File: config.mk
export PLATFORM = sky130hd
export DESIGN_NAME = dom_share_feeder
export DESIGN_NICKNAME = d
export VERILOG_FILES = /design/src/rtl/dom_pkg.sv /design/src/rtl/lfsr_leap32.sv /design/src/rtl/dom_share_feeder.sv
export SDC_FILE = /design/constraint.sdc
export NUM_CORES = 1
export LEC_CHECK = 0
export CORE_UTILIZATION = 59
export CTS_CLUSTER_SIZE = 28
export DETAILED_ROUTE_END_ITERATION = 10
export GPL_TIMING_DRIVEN = 0
export PLACE_DENSITY = 0.86
export SLEW_MARGIN = 20
export SYNTH_ARGS = -nofsm -noshare
export SYNTH_HDL_FRONTEND = slang
export SYNTH_SLANG_ARGS = --single-unit
File: constraint.sdc
create_clock -name clk -period 7.4 [get_ports clk]
set_clock_uncertainty 0.1 [all_clocks]
set_input_delay 1.48 -clock clk [delete_from_list [all_inputs] [get_ports clk]]
set_output_delay 1.48 -clock clk [all_outputs]
set_load 0.02 [all_outputs]
File: src/rtl/dom_pkg.sv
`default_nettype none
// ============================================================================
// Package  : dom_pkg
// Shared LFSR constants, leap function and lane-width bound for DOM gadgets.
// Revision : 1.0
// ============================================================================
package dom_pkg;

  localparam logic [31:0] LFSR_POLY     = 32'h8020_0003;
  localparam logic [31:0] LFSR_ZERO_SUB = 32'h0000_0001;
  localparam int          LFSR_BITS     = 32;

  // seeded and out_valid are carried directly as state bits [0] and [1]
  typedef enum logic [1:0] {
    ST_UNSEEDED = 2'b00,
    ST_EMPTY    = 2'b01,
    ST_FULL     = 2'b11
  } feed_state_e;

  // Three W-bit mask slices must fit in one LFSR state.
  function automatic logic w_legal(input int w);
    return (w >= 1) && (3 * w <= LFSR_BITS);
  endfunction

  function automatic logic [31:0] lfsr_step(input logic [31:0] s);
    return (s >> 1) ^ (s[0] ? LFSR_POLY : 32'h0);
  endfunction

  // Fixed 32-iteration bound keeps the unrolled chain static for synthesis.
  function automatic logic [31:0] lfsr_leap(input logic [31:0] state, input int steps);
    logic [31:0] s;
    s = state;
    for (int i = 0; i < LFSR_BITS; i++) begin
      if (i < steps) s = lfsr_step(s);
    end
    return s;
  endfunction

endpackage
`default_nettype wire

File: src/rtl/lfsr_leap32.sv
`default_nettype none
// ============================================================================
// Module   : lfsr_leap32
// Combinational STEPS-step leap of the 32-bit Galois LFSR.
// Revision : 1.0
// ============================================================================
module lfsr_leap32
  import dom_pkg::*;
#(
  parameter int STEPS = 32
) (
  input  logic [31:0] i_state,
  output logic [31:0] o_leap
);

  if ((STEPS < 1) || (STEPS > LFSR_BITS)) begin : g_steps_check
    $error("lfsr_leap32: STEPS out of range");
  end

  assign o_leap = lfsr_leap(i_state, STEPS);

endmodule
`default_nettype wire

File: src/rtl/dom_share_feeder.sv
`default_nettype none
// ============================================================================
// Module   : dom_share_feeder
// Splits operands into two Boolean shares plus refresh bits for a DOM AND.
// Revision : 1.0
// ============================================================================
module dom_share_feeder
  import dom_pkg::*;
#(
  parameter int W     = 1,
  parameter int STEPS = 32
) (
  input  logic         clk,
  input  logic         rst,
  input  logic         seed_valid,
  input  logic [31:0]  seed,
  input  logic         in_valid,
  output logic         in_ready,
  input  logic [W-1:0] a,
  input  logic [W-1:0] b,
  output logic         out_valid,
  input  logic         out_ready,
  output logic [W-1:0] a0,
  output logic [W-1:0] a1,
  output logic [W-1:0] b0,
  output logic [W-1:0] b1,
  output logic [W-1:0] z,
  output logic         seeded
);

  if (!w_legal(W)) begin : g_w_check
    $error("dom_share_feeder: W out of range");
  end

  feed_state_e  r_state;
  feed_state_e  w_state_next;
  logic [31:0]  r_lfsr;
  logic [31:0]  w_lfsr_leap;
  logic [W-1:0] r_a0, r_a1, r_b0, r_b1, r_z;
  logic [W-1:0] w_ma, w_mb, w_mz;
  logic         w_in_fire;
  logic         w_out_fire;

  assign seeded     = r_state[0];
  assign out_valid  = r_state[1];
  assign in_ready   = seeded && (!out_valid || out_ready);
  assign w_in_fire  = in_valid && in_ready;
  assign w_out_fire = out_valid && out_ready;

  assign w_ma = r_lfsr[W-1:0];
  assign w_mb = r_lfsr[2*W-1:W];
  assign w_mz = r_lfsr[3*W-1:2*W];

  lfsr_leap32 #(
    .STEPS (STEPS)
  ) u_leap (
    .i_state (r_lfsr),
    .o_leap  (w_lfsr_leap)
  );

  always_comb begin
    w_state_next = r_state;
    unique case (r_state)
      ST_UNSEEDED: if (seed_valid) w_state_next = ST_EMPTY;
      ST_EMPTY:    if (w_in_fire) w_state_next = ST_FULL;
      ST_FULL:     if (!w_in_fire && w_out_fire) w_state_next = ST_EMPTY;
      default:     w_state_next = ST_UNSEEDED;
    endcase
  end

  always_ff @(posedge clk) begin
    if (rst) r_state <= ST_UNSEEDED;
    else     r_state <= w_state_next;
  end

  // A same-cycle seed overrides the leap; the transfer already used old masks.
  always_ff @(posedge clk) begin
    if (rst) begin
      r_lfsr <= 32'h0;
    end else if (seed_valid) begin
      r_lfsr <= (seed == 32'h0) ? LFSR_ZERO_SUB : seed;
    end else if (w_in_fire) begin
      r_lfsr <= w_lfsr_leap;
    end
  end

  always_ff @(posedge clk) begin
    if (rst) begin
      r_a0 <= '0;
      r_a1 <= '0;
      r_b0 <= '0;
      r_b1 <= '0;
      r_z  <= '0;
    end else if (w_in_fire) begin
      r_a0 <= a ^ w_ma;
      r_a1 <= w_ma;
      r_b0 <= b ^ w_mb;
      r_b1 <= w_mb;
      r_z  <= w_mz;
    end
  end

  assign a0 = r_a0;
  assign a1 = r_a1;
  assign b0 = r_b0;
  assign b1 = r_b1;
  assign z  = r_z;

endmodule
`default_nettype wire

==> impl_results.md <==
- Dpl hpwl: 6720 um
- Max-Cap Viols: 0
- Crit path capture type: output pin
- Synth warn: 0
- Synth area leader: dfxtp_1
- CTS tree: built
- Share of cells above drive strength 1: 0.0707
- Max Slew Vio Count: 0
- Critical path required time: 5820 ps
- Initial antenna violation count: 0
- Post-synth EDFFs: 0
- Layout Area Growth over Synthesis: 22.0%
- PortBufs: 46
- Worst slew pin tran: 745 ps
- Post-synthesis register bit count: 39
- RePlAce Congestion: 0.987
- Clk slew on worst S/H paths: 90 ps
- Clock root buffer: clkbuf_8
- Worst reg2reg setup slack: 3800 ps
- Wirelength per Cell: 19.7 um
- Most common cell after layout, fill and taps aside: xnor2_1
- Worst setup path end: in_ready
- Post-synthesis mux area share: 0.00643
- Crit path time final: 4370 ps
- First-pass GRT wire length: 13800 um
- Main combinational cell family by area after synthesis: XOR/XNOR gates
- Setup bufs post-CTS: 0
- CTS H-Tree Depth: 2
- Die H: 74.7 um
- Io pins: 47
- Starting DRT DRC Count: 268
- Largest net degree at the start of global routing: 14
- DRC Markers: 0
- Adder-Cell Fraction of Synth Area: 0
- Hold Violations, Final: 0
- Ant diodes: 0
- Hold_sp: a1
- CTS resizes: 0
- Worst reg2reg endpoint: r_lfsr[29]
- Commonest cells after routing, fill and taps aside: 65 x xnor2_1, 46 x clkdlybuf4s50_1, 39 x dfxtp_1
- Type of the most critical hold path: reg2reg
- Cells on worst reg2reg path: 8
- Post-route clock period utilization: 0.590
- Vias in the first global route: 2732
- Setup violators final: 0
- Ys flop type: dfxtp_1
- CP Launch Point: out_ready
- Unique masters post-synth: 46
- DR vias: 2801
- Finished Core Util: 0.744
- Compound-Gate Fraction of Synth Area: 0.147
- Synth area leaders: dfxtp_1 25%, xnor2_1 18%, xnor3_1 8.0%, xor2_1 7.9%, xnor3_2 5.3%
- Crit Path Category: in2out
- GRT Resource Usage Total: 0.351
- Cell Area, Synth: 3120 sq um
- CTS Buffer Depth: 2
- Die area: 5570 sq um
- Starting density of the core: 0.610
- Avg Cell Area, Syn: 9.11 sq um
- Critical Path Start Type: primary input
- Slew headroom: 0.503
- Drt via density: 6.01
- Worst R2R Start: r_lfsr[0]
- Total length of routed wires: 9160 um
- Arr. time, crit path: 2790 ps
- Setup TNS Final: 0 ps
- Core area: 5110 sq um
- Post-synth net total: 381
- ANT nets after route: 0
- Sequential area share after synthesis: 0.251
- Status: finished, final reports clean
- Die Wd: 74.7 um
- Synth top area share: 0.251
- Layout Nets: 434
- RSZ-0062 raised after global routing: false
- # rows: 26
- # clock sinks: 39
- CTS hold repair buffers: 0
- GRT overflow: 0
- Syn Inst Count: 342
- Xor/xnor share of the synthesized area: 0.422
- CP max FO: 4
- Post-synthesis simple-gate area fraction: 0.131
- Clk Latency, worst-skew pair: 300 ps
- Async S/R FF share, synth: 0
- Filler cells: 368
- DRT Pass-1 Iters: 7
- Total CTS buffers: 5
- Max Fclk: 229 MHz
[metal layers]
layer | routed length [um] | GRT usage | part of all wire
met1 | 3840 | 0.445 | 0.42
met2 | 4190 | 0.566 | 0.46
met3 | 783 | 0.0817 | 0.085
met4 | 347 | 0.172 | 0.038
met5 | 0 | 0 | 0
[per-stage QoR]
step / area (sq um) / instances / setup slack (ps) / hold slack [ps]
floorplan: 3120 / 342 / 3960 / 369
global placement: 3660 / 458 / 3040 / 346
detailed placement: 3660 / 458 / 3030 / 350
CTS: 3800 / 466 / 3030 / 360
global route: 3800 / 466 / 2970 / 374
finish: 3800 / 466 / 3030 / 361
[cells in the mapped netlist (3+ instances only)]
master,n
nor2_1,31
o21ai_1,3
nor3_1,5
xnor3_1,11
a211o_1,3
a21o_1,3
a211oi_1,13
nor4_1,9
a311oi_1,4
nand3_1,5
nand2_1,24
xnor2_1,65
inv_1,6
xnor3_2,7
clkbuf_1,17
buf_2,4
or3_1,3
dfxtp_1,39
a21oi_1,19
nand2b_1,3
xor2_1,28
o21ai_0,7
o31ai_1,3
[cell type report]
cell class,count,area [sq um],share of cell area
Buffer,24,110,0.0290
Clock buffer,5,68.8,0.0181
Clock inverter,3,67.6,0.0178
Inverter,6,22.5,0.00593
Multi-Input combinational cell,273,2200,0.580
Sequential cell,39,781,0.205
Tap cell,70,87.6,0.0230
Timing Repair Buffer,46,460,0.121
[cell families (layout without fill, tap and decap cells)]
kind of cell	Yosys count	after routing
AOI/OAI and AO/OA	67	67
xor gates and xnor gates	115	115
buffers and inverters	30	84
DFF	39	39
muxes	2	2
and+or+nand+nor	89	89
[flip-flops by register name (all words and copies together), names as in the netlist]
register	cells
b0	1
b1	1
r_lfsr	32
a1	1
z	1
r_state	2
a0	1
[worst max-delay path: stages]
cell             delay, ps
clkdlybuf4s50_1        450
nand2b_1               140
and2_1                 130
clkdlybuf4s50_1        590
[worst min-delay path by stage]
| stage | endpoint | slack [ps] | depth (start not counted) |
|---|---|---|---|
| after floorplan | r_lfsr[7] | 370 | 2 |
| after global placement | z | 350 | 2 |
| after detailed placement | b1 | 350 | 2 |
| after CTS | a1 | 360 | 2 |
| after global routing | a1 | 370 | 2 |
| final | a1 | 360 | 2 |
Power is left out: the tool's default activity adds up to more than one toggle a clock period on the data nets, which glitch-free logic cannot reach.
